`src/rtl/lag_stats_pkg.sv`:
```
// Shared types and constants for the lag tester statistics stage.
package lag_stats_pkg;

  typedef enum logic [2:0] {IDLE, B2D, UPDATE, D2B, PUBLISH} state_t;

  localparam int unsigned BCD_DIGITS = 6;
  localparam int unsigned BCD_WIDTH  = 4 * BCD_DIGITS;
  localparam int unsigned BIN_WIDTH  = 20;
  localparam int unsigned B2D_CYCLES = 6;
  localparam int unsigned D2B_CYCLES = 20;

  function automatic logic bcd_ok(input logic [BCD_WIDTH-1:0] v);
    bcd_ok = 1'b1;
    for (int unsigned d = 0; d < BCD_DIGITS; d++)
      if (v[d*4 +: 4] > 4'd9) bcd_ok = 1'b0;
  endfunction

endpackage

```
`src/rtl/bin2bcd_serial.sv`:
```
// Serial double-dabble: 20-bit binary to 6-digit BCD, start/done handshake.
module bin2bcd_serial
  import lag_stats_pkg::*;
(
  input  logic                 clock,
  input  logic                 reset_n,
  input  logic                 abort,
  input  logic                 start,
  input  logic [BIN_WIDTH-1:0] bin,
  output logic                 done,
  output logic [BCD_WIDTH-1:0] bcd
);

  logic [BIN_WIDTH-1:0] bin_sr;
  logic [BCD_WIDTH-1:0] adj;
  logic [4:0]           shifts_left;
  logic                 active;

  always_comb begin
    adj = bcd;
    for (int unsigned d = 0; d < BCD_DIGITS; d++)
      if (bcd[d*4 +: 4] >= 4'd5) adj[d*4 +: 4] = bcd[d*4 +: 4] + 4'd3;
  end

  always_ff @(posedge clock) begin
    if (!reset_n || abort) begin
      bin_sr      <= '0;
      bcd         <= '0;
      shifts_left <= '0;
      active      <= 1'b0;
      done        <= 1'b0;
    end else begin
      done <= 1'b0;
      if (start) begin
        // First shift folded into the load: add-3 is a no-op on an all-zero register.
        bcd         <= {{(BCD_WIDTH-1){1'b0}}, bin[BIN_WIDTH-1]};
        bin_sr      <= bin << 1;
        shifts_left <= 5'(D2B_CYCLES - 1);
        active      <= 1'b1;
      end else if (active) begin
        bcd         <= {adj[BCD_WIDTH-2:0], bin_sr[BIN_WIDTH-1]};
        bin_sr      <= bin_sr << 1;
        shifts_left <= shifts_left - 5'd1;
        if (shifts_left == 5'd1) begin
          active <= 1'b0;
          done   <= 1'b1;
        end
      end
    end
  end

endmodule

```
`src/rtl/lag_stats.sv`:
```
// Last/min/max/sliding-mean statistics over BCD latency samples, results in BCD.
module lag_stats
  import lag_stats_pkg::*;
#(
  parameter int unsigned WINDOW_LOG2 = 3
) (
  input  logic                 clock,
  input  logic                 reset_n,
  input  logic                 sample_valid,
  input  logic [BCD_WIDTH-1:0] sample_bcd,
  input  logic                 clear,
  output logic                 busy,
  output logic                 stats_valid,
  output logic [BCD_WIDTH-1:0] last_bcd,
  output logic [BCD_WIDTH-1:0] min_bcd,
  output logic [BCD_WIDTH-1:0] max_bcd,
  output logic [BCD_WIDTH-1:0] avg_bcd,
  output logic                 avg_valid,
  output logic [7:0]           sample_count,
  output logic                 overrun,
  output logic                 bad_digit
);

  localparam int unsigned WIN   = 1 << WINDOW_LOG2;
  localparam int unsigned SUM_W = BIN_WIDTH + WINDOW_LOG2;
  localparam logic [WINDOW_LOG2:0] FILL_FULL = (WINDOW_LOG2+1)'(WIN);

  state_t                 state;
  logic [BCD_WIDTH-1:0]   sample_r, digit_sr;
  logic [BIN_WIDTH-1:0]   acc, acc_next;
  logic [2:0]             digit_cnt;
  logic [BIN_WIDTH-1:0]   window [WIN];
  logic [WINDOW_LOG2-1:0] wr_ptr;
  logic [SUM_W-1:0]       sum, sum_next;
  logic [WINDOW_LOG2:0]   fill;
  logic [7:0]             count;
  logic [BCD_WIDTH-1:0]   last_r, min_r, max_r;
  logic                   d2b_start, d2b_done;
  logic [BIN_WIDTH-1:0]   d2b_bin;
  logic [BCD_WIDTH-1:0]   d2b_bcd;

  always_comb begin
    acc_next  = (acc << 3) + (acc << 1) + BIN_WIDTH'(digit_sr[BCD_WIDTH-1 -: 4]);
    sum_next  = sum + SUM_W'(acc) - SUM_W'(window[wr_ptr]);
    d2b_bin   = sum_next[SUM_W-1:WINDOW_LOG2];
    d2b_start = (state == UPDATE);
  end

  bin2bcd_serial u_d2b (
    .clock   (clock),
    .reset_n (reset_n),
    .abort   (clear),
    .start   (d2b_start),
    .bin     (d2b_bin),
    .done    (d2b_done),
    .bcd     (d2b_bcd)
  );

  always_ff @(posedge clock) begin
    if (!reset_n || clear) begin
      state        <= IDLE;
      sample_r     <= '0;
      digit_sr     <= '0;
      acc          <= '0;
      digit_cnt    <= '0;
      for (int unsigned i = 0; i < WIN; i++) window[i] <= '0;
      wr_ptr       <= '0;
      sum          <= '0;
      fill         <= '0;
      count        <= '0;
      last_r       <= '0;
      min_r        <= '0;
      max_r        <= '0;
      busy         <= 1'b0;
      stats_valid  <= 1'b0;
      last_bcd     <= '0;
      min_bcd      <= '0;
      max_bcd      <= '0;
      avg_bcd      <= '0;
      avg_valid    <= 1'b0;
      sample_count <= '0;
      overrun      <= 1'b0;
      bad_digit    <= 1'b0;
    end else begin
      stats_valid <= 1'b0;
      if (sample_valid && state != IDLE) overrun <= 1'b1;

      case (state)
        IDLE: begin
          if (sample_valid) begin
            if (bcd_ok(sample_bcd)) begin
              sample_r  <= sample_bcd;
              digit_sr  <= sample_bcd;
              acc       <= '0;
              digit_cnt <= '0;
              busy      <= 1'b1;
              state     <= B2D;
            end else begin
              bad_digit <= 1'b1;
            end
          end
        end

        B2D: begin
          acc       <= acc_next;
          digit_sr  <= digit_sr << 4;
          digit_cnt <= digit_cnt + 3'd1;
          if (digit_cnt == 3'(B2D_CYCLES - 1)) state <= UPDATE;
        end

        UPDATE: begin
          sum            <= sum_next;
          window[wr_ptr] <= acc;
          wr_ptr         <= wr_ptr + 1'b1;
          last_r         <= sample_r;
          // BCD digit order matches numeric order, so compare without conversion.
          if (count == 8'd0 || sample_r < min_r) min_r <= sample_r;
          if (count == 8'd0 || sample_r > max_r) max_r <= sample_r;
          if (count != 8'hFF) count <= count + 8'd1;
          if (fill != FILL_FULL) fill <= fill + 1'b1;
          state <= D2B;
        end

        D2B: begin
          if (d2b_done) state <= PUBLISH;
        end

        PUBLISH: begin
          last_bcd     <= last_r;
          min_bcd      <= min_r;
          max_bcd      <= max_r;
          sample_count <= count;
          avg_valid    <= (fill == FILL_FULL);
          avg_bcd      <= (fill == FILL_FULL) ? d2b_bcd : '0;
          stats_valid  <= 1'b1;
          busy         <= 1'b0;
          state        <= IDLE;
        end

        default: state <= IDLE;
      endcase
    end
  end

endmodule

```
`config.mk`:
```
export PLATFORM = sky130hd
export DESIGN_NAME = lag_stats
export DESIGN_NICKNAME = d
export VERILOG_FILES = /design/src/rtl/lag_stats_pkg.sv /design/src/rtl/bin2bcd_serial.sv /design/src/rtl/lag_stats.sv
export SDC_FILE = /design/constraint.sdc
export NUM_CORES = 1
export LEC_CHECK = 0
export ABC_AREA = 1
export CORE_ASPECT_RATIO = 0.7
export CORE_MARGIN = 4
export CORE_UTILIZATION = 30
export CTS_CLUSTER_DIAMETER = 60
export DETAILED_ROUTE_END_ITERATION = 10
export PLACE_DENSITY = 0.43
export REMOVE_ABC_BUFFERS = 1
export SLEW_MARGIN = 20
export SYNTH_ARGS = -nofsm -noshare
export SYNTH_HDL_FRONTEND = slang
export SYNTH_SLANG_ARGS = --single-unit
```
`constraint.sdc`:
```
create_clock -name clock -period 4.1 [get_ports clock]
set_input_delay 0.82 -clock clock [delete_from_list [all_inputs] [get_ports clock]]
set_output_delay 0.82 -clock clock [all_outputs]
set_load 0.1 [all_outputs]
```
==> impl.org <==
** Clock tree
- The later pin in the worst-skew pair is clocked with a latency of 620 ps.
- Clock root buffer :: sky130_fd_sc_hd__clkbuf_16
- After clock tree synthesis, the setup repair step added 0 buffers.
- Clock-pin slew was measured on the worst setup and hold paths at 60 ps.
- CTS Sinks :: 506
- Clk buf depth :: 3
- Maximum level of the CTS H-tree :: 2
- TritonCTS created 54 clock buffers.
- Count of hold-fix buffers inserted at cts :: 0
- TritonCTS built the clock tree.

** Placement
- Detailed placement ended at an HPWL of 52,400 µm.
- Gpl congestion :: 0.886
- During placement, the flow inserted port buffers numbering 136.
- At the placement stage, the worst setup path has a slack of 402 ps.
- Summing all placed instances gives a cell area of 26,700 µm².

** Global routing
- Global-route wire length before repair :: 116,000 µm
- Antenna violations before repair :: 4
- The number of global-route vias before repair was 19,300.
- Total global routing overflow :: 0
- Global-route usage over all layers :: 17.3%
- Met2 track demand over resource :: 25.5%
- Met1 capacity usage during global routing :: 26.7%
- Met3 demand-to-capacity share in global routing :: 2.58%
- Entering global routing, the biggest net connects 139 pins.
- After global routing, the most crowded layer is met1.

** Logic synthesis
- Of the post-synthesis cell area, the part taken by muxes is 0%.
- Unique cell type count in the Yosys netlist :: 52
- Main combinational cell family by area after synthesis :: simple AND/OR/NAND/NOR gates
- Share of the yosys chip area belonging to registers :: 48.7%
- Each instance of the synthesized netlist takes up on average 8.25 µm².
- Synthesis handed over a netlist of 2,919 instances.
- The synthesized netlist devotes 15.2% of its cell area to compound gates.
- Total number of yosys warnings :: 0
- Cell area after technology mapping :: 24,100 µm²
- After Yosys synthesis, XOR and XNOR cells account for 0.727% of the synthesized area.
- The synthesized design contains 160 enable-type register cells.
- In the synthesized netlist the dominant register cell turns out to be sky130_fd_sc_hd__dfxtp_1.
- Summing the areas of all fa, ha and maj instances in the mapped netlist gives 8.32% of the synthesized area.
- Share of synthesized registers carrying an async set or reset :: 0%
- Simple-gate share of the synthesized area :: 19.2%
- FF+latch count, synth :: 506

** Worst hold path
- Endpoint, Worst Hold :: last_bcd[20]
- Startpoint of the worst hold path :: last_r[20]
- The worst hold path passes through 2 cells.
- In this run the worst hold path is classified as register to register.

** Floorplanning
- Effective utilization at floorplan :: 30.4%
- Floorplan Core Area :: 79,200 µm²
- Site row count :: 86
- Die Footprint :: 85,000 µm²
- The floorplan step set the die height to 245 µm.
- The die is 347 µm wide.
- Number of placed I/O pins :: 137

** STA
- Max transition margin :: 29.7%
- Timing would allow up to 265 MHz.
- For the pin with the worst max-slew slack, the measured transition is 1050 ps.
- Setup repair after global routing left no endpoint under its margin.
- The number of pins exceeding their max-slew limit in the final report is 0.
- The worst path uses 92.0% of the clock period.
- Setup violations remaining at the end of the flow were counted as 0.
- Final Hold Vio Count :: 0
- Clk_skew :: 30.0 ps
- After layout, the minimum clock period comes to 3770 ps.
- After layout, the worst setup slack is 329 ps.

** Detailed routing
- Initial detailed-routing violation count :: 1,695
- In the routed design, unresolved DRC markers number 0.
- Total iterations of the first detailed-routing run :: 5
- In the final routed layout, each cell accounts on average for 18.4 µm.
- Via density per instance :: 4.90
- Across all layers, the routed design uses 20,200 vias.
- Drt total wl :: 75,700 µm
- The detail route stage leaves a number of antenna-violating nets equal to 0.

** Final layout
- The post-route netlist has 5.84% of its cells at a drive strength greater than 1.
- Final standard cell area without fillers :: 28,400 µm²
- The final layout contains 3,197 nets.
- The number of antenna diodes in the final layout is 0.
- Area growth, synth to finish :: 18.0%

** Worst setup path
- STA puts the critical path data arrival time at 4280 ps.
- WP data required :: 4610 ps
- Measured in cells, the most critical reg-to-reg path has a length of 16.
- Worst flop-to-flop path endpoint :: u_d2b.bin_sr[13]
- Setup slack on the worst reg-to-reg path comes out at 330 ps.
- STA classifies the critical path startpoint as a register.
- Crit path kind :: register to register
- Along the worst path, the maximum fanout reaches 80.
- Critical Path Sink Type :: register

** Power and ir drop
- Static leakage :: 10.9 nW
- Across the VDD grid, the largest voltage drop is 0.307 mV.
- Dividing total power by cell area gives a power density of 377 nW/µm².

** Outcome
- Run status :: finished clean

** Job
- The tool flagged a number of max-cap violations equal to 0.
sequential cells by signal, summed over array words and instances (netlist names), 19 cells and up, named ones only:
signal,cells
avg_bcd,24
last_bcd,24
max_r,24
sample_r,24
last_r,24
max_bcd,24
min_r,24
u_d2b.bin_sr,19
digit_sr,24
window,160
u_d2b.bcd,24
acc,20
min_bcd,24
sum,23
final cells by class:
class	count	area, µm²
Fill cell	8258	50800
Sequential cell	506	11700
Multi-Input combinational cell	1941	10500
Timing Repair Buffer	196	1940
Clock buffer	75	1540
Tap cell	1056	1320
Inverter	323	1220
Clock inverter	23	196
routing by layer:
| metal | share of wire (%) | vias up | wire length (µm) |
|---|---|---|---|
| li1 | - | 9976 | - |
| met1 | 52 | 9677 | 39300 |
| met2 | 41 | 450 | 31400 |
| met3 | 5.2 | 75 | 3940 |
| met4 | 1.4 | 0 | 1040 |
| met5 | 0 | - | 0 |
cell families after synthesis:
group / Yosys count
AND/OR/NAND/NOR: 1094
AO/OA/AOI/OAI: 680
flip-flops: 506
buffers and inverters: 472
adder cells (fa/ha/maj): 147
XOR/XNOR: 20
cell usage after synthesis, types with 2 or more instances:
cell type,count,area (µm²)
sky130_fd_sc_hd__a21o_1,8,60.1
sky130_fd_sc_hd__a21oi_1,230,1150
sky130_fd_sc_hd__a22o_1,2,17.5
sky130_fd_sc_hd__a22oi_1,19,143
sky130_fd_sc_hd__a31oi_1,21,131
sky130_fd_sc_hd__and2_1,2,12.5
sky130_fd_sc_hd__and3_1,2,12.5
sky130_fd_sc_hd__buf_1,17,63.8
sky130_fd_sc_hd__buf_2,25,125
sky130_fd_sc_hd__buf_4,7,52.6
sky130_fd_sc_hd__buf_6,8,90.1
sky130_fd_sc_hd__clkbuf_1,92,345
sky130_fd_sc_hd__clkinv_1,18,67.6
sky130_fd_sc_hd__dfxtp_1,346,6930
sky130_fd_sc_hd__edfxtp_1,160,4800
sky130_fd_sc_hd__fa_1,22,440
sky130_fd_sc_hd__ha_1,125,1560
sky130_fd_sc_hd__inv_1,293,1100
sky130_fd_sc_hd__inv_2,10,37.5
sky130_fd_sc_hd__inv_4,2,12.5
sky130_fd_sc_hd__nand2_1,384,1440
sky130_fd_sc_hd__nand2_4,5,56.3
sky130_fd_sc_hd__nand3_1,216,1080
sky130_fd_sc_hd__nand3b_1,8,60.1
sky130_fd_sc_hd__nand4_1,9,56.3
sky130_fd_sc_hd__nor2_1,433,1630
sky130_fd_sc_hd__nor2_2,6,37.5
sky130_fd_sc_hd__nor2_4,2,22.5
sky130_fd_sc_hd__nor2_8,3,60.1
sky130_fd_sc_hd__nor3_1,14,70.1
sky130_fd_sc_hd__nor4_1,2,12.5
sky130_fd_sc_hd__o211ai_1,12,90.1
sky130_fd_sc_hd__o21a_1,9,67.6
sky130_fd_sc_hd__o21ai_0,287,1440
sky130_fd_sc_hd__o21ai_1,21,105
sky130_fd_sc_hd__o21bai_1,4,30.0
sky130_fd_sc_hd__o221ai_1,2,17.5
sky130_fd_sc_hd__o22ai_1,58,363
sky130_fd_sc_hd__or2_2,4,25.0
sky130_fd_sc_hd__xnor2_1,4,35.0
sky130_fd_sc_hd__xor2_1,16,140
critical path, stage by stage (launching register included):
cell	delay, ps
sky130_fd_sc_hd__dfxtp_2	360
sky130_fd_sc_hd__buf_12	310
sky130_fd_sc_hd__o21ai_0	160
sky130_fd_sc_hd__o22ai_1	310
sky130_fd_sc_hd__nor2_1	90
sky130_fd_sc_hd__a31oi_1	330
sky130_fd_sc_hd__fa_1	480
sky130_fd_sc_hd__inv_1	70
sky130_fd_sc_hd__ha_1	290
sky130_fd_sc_hd__a21oi_1	210
sky130_fd_sc_hd__o21a_1	150
sky130_fd_sc_hd__nand3_1	200
sky130_fd_sc_hd__nand2_1	120
sky130_fd_sc_hd__nand2_1	60
sky130_fd_sc_hd__or2_2	270
sky130_fd_sc_hd__nand3_1	120
sky130_fd_sc_hd__nand2_1	60
what timing repair did:
action	4_1_cts	5_1_grt
gates resized for setup	0	1
setup endpoints to repair	0	2
endpoints found under the hold margin	0	0
cells in the final DEF (no fill, tap or decap), types with 3 or more instances in the layout:
master	netlist	layout
sky130_fd_sc_hd__nor2_2	6	5
sky130_fd_sc_hd__nor2_8	3	3
sky130_fd_sc_hd__nand3_1	216	216
sky130_fd_sc_hd__o22ai_1	58	58
sky130_fd_sc_hd__fa_1	22	22
sky130_fd_sc_hd__nor2_1	433	433
sky130_fd_sc_hd__clkbuf_8	0	9
sky130_fd_sc_hd__a21oi_1	230	230
sky130_fd_sc_hd__clkbuf_16	0	55
sky130_fd_sc_hd__xnor2_1	4	4
sky130_fd_sc_hd__o21a_1	9	9
sky130_fd_sc_hd__clkinv_2	0	7
sky130_fd_sc_hd__o211ai_1	12	12
sky130_fd_sc_hd__or2_2	4	4
sky130_fd_sc_hd__o21ai_1	21	22
sky130_fd_sc_hd__nand3b_1	8	8
sky130_fd_sc_hd__nor3_1	14	13
sky130_fd_sc_hd__nand2_4	5	5
sky130_fd_sc_hd__a22oi_1	19	19
sky130_fd_sc_hd__inv_1	293	292
sky130_fd_sc_hd__buf_12	0	10
sky130_fd_sc_hd__edfxtp_1	160	160
sky130_fd_sc_hd__clkbuf_1	92	11
sky130_fd_sc_hd__nand2_1	384	384
sky130_fd_sc_hd__clkinv_1	18	25
sky130_fd_sc_hd__nor2_4	2	3
sky130_fd_sc_hd__o21bai_1	4	4
sky130_fd_sc_hd__a31oi_1	21	21
sky130_fd_sc_hd__buf_4	7	50
sky130_fd_sc_hd__a21o_1	8	8
sky130_fd_sc_hd__xor2_1	16	16
sky130_fd_sc_hd__clkdlybuf4s50_1	0	136
sky130_fd_sc_hd__nand4_1	9	9
sky130_fd_sc_hd__inv_2	10	11
sky130_fd_sc_hd__ha_1	125	125
sky130_fd_sc_hd__dfxtp_1	346	345
sky130_fd_sc_hd__o21ai_0	287	286
sky130_fd_sc_hd__inv_6	0	4
worst max path at each step:
stage	depth (start not counted)	slack, ps	endpoint
after floorplan	6	-4570	register
after global placement	18	410	u_d2b.bin_sr[11]
after detailed placement	18	400	sum[13]
after CTS	18	390	sum[13]
after global routing	18	90	sum[21]
final	16	330	u_d2b.bin_sr[13]
per-stage QoR:
stage               util (%)  setup TNS [ps]  hold slack, ps  total power, mW  cells
floorplan                  -        -2197070             427             5.70   2770
global placement        33.7               0             448             5.93   4022
detailed placement      33.7               0             456             5.94   4022
CTS                     35.9               0             466             10.8   4120
global route            35.9               0             476             11.1   4120
finish                  35.9               0             463             10.7   4120
where the power goes:
part	switching, mW	leakage, nW	internal, mW
registers	0.0293	4.57	5.24
logic	0.392	5.45	0.174
clock network	2.12	0.854	2.75
total	2.54	10.9	8.16
Note: power is estimated with default switching activity, not from simulation.
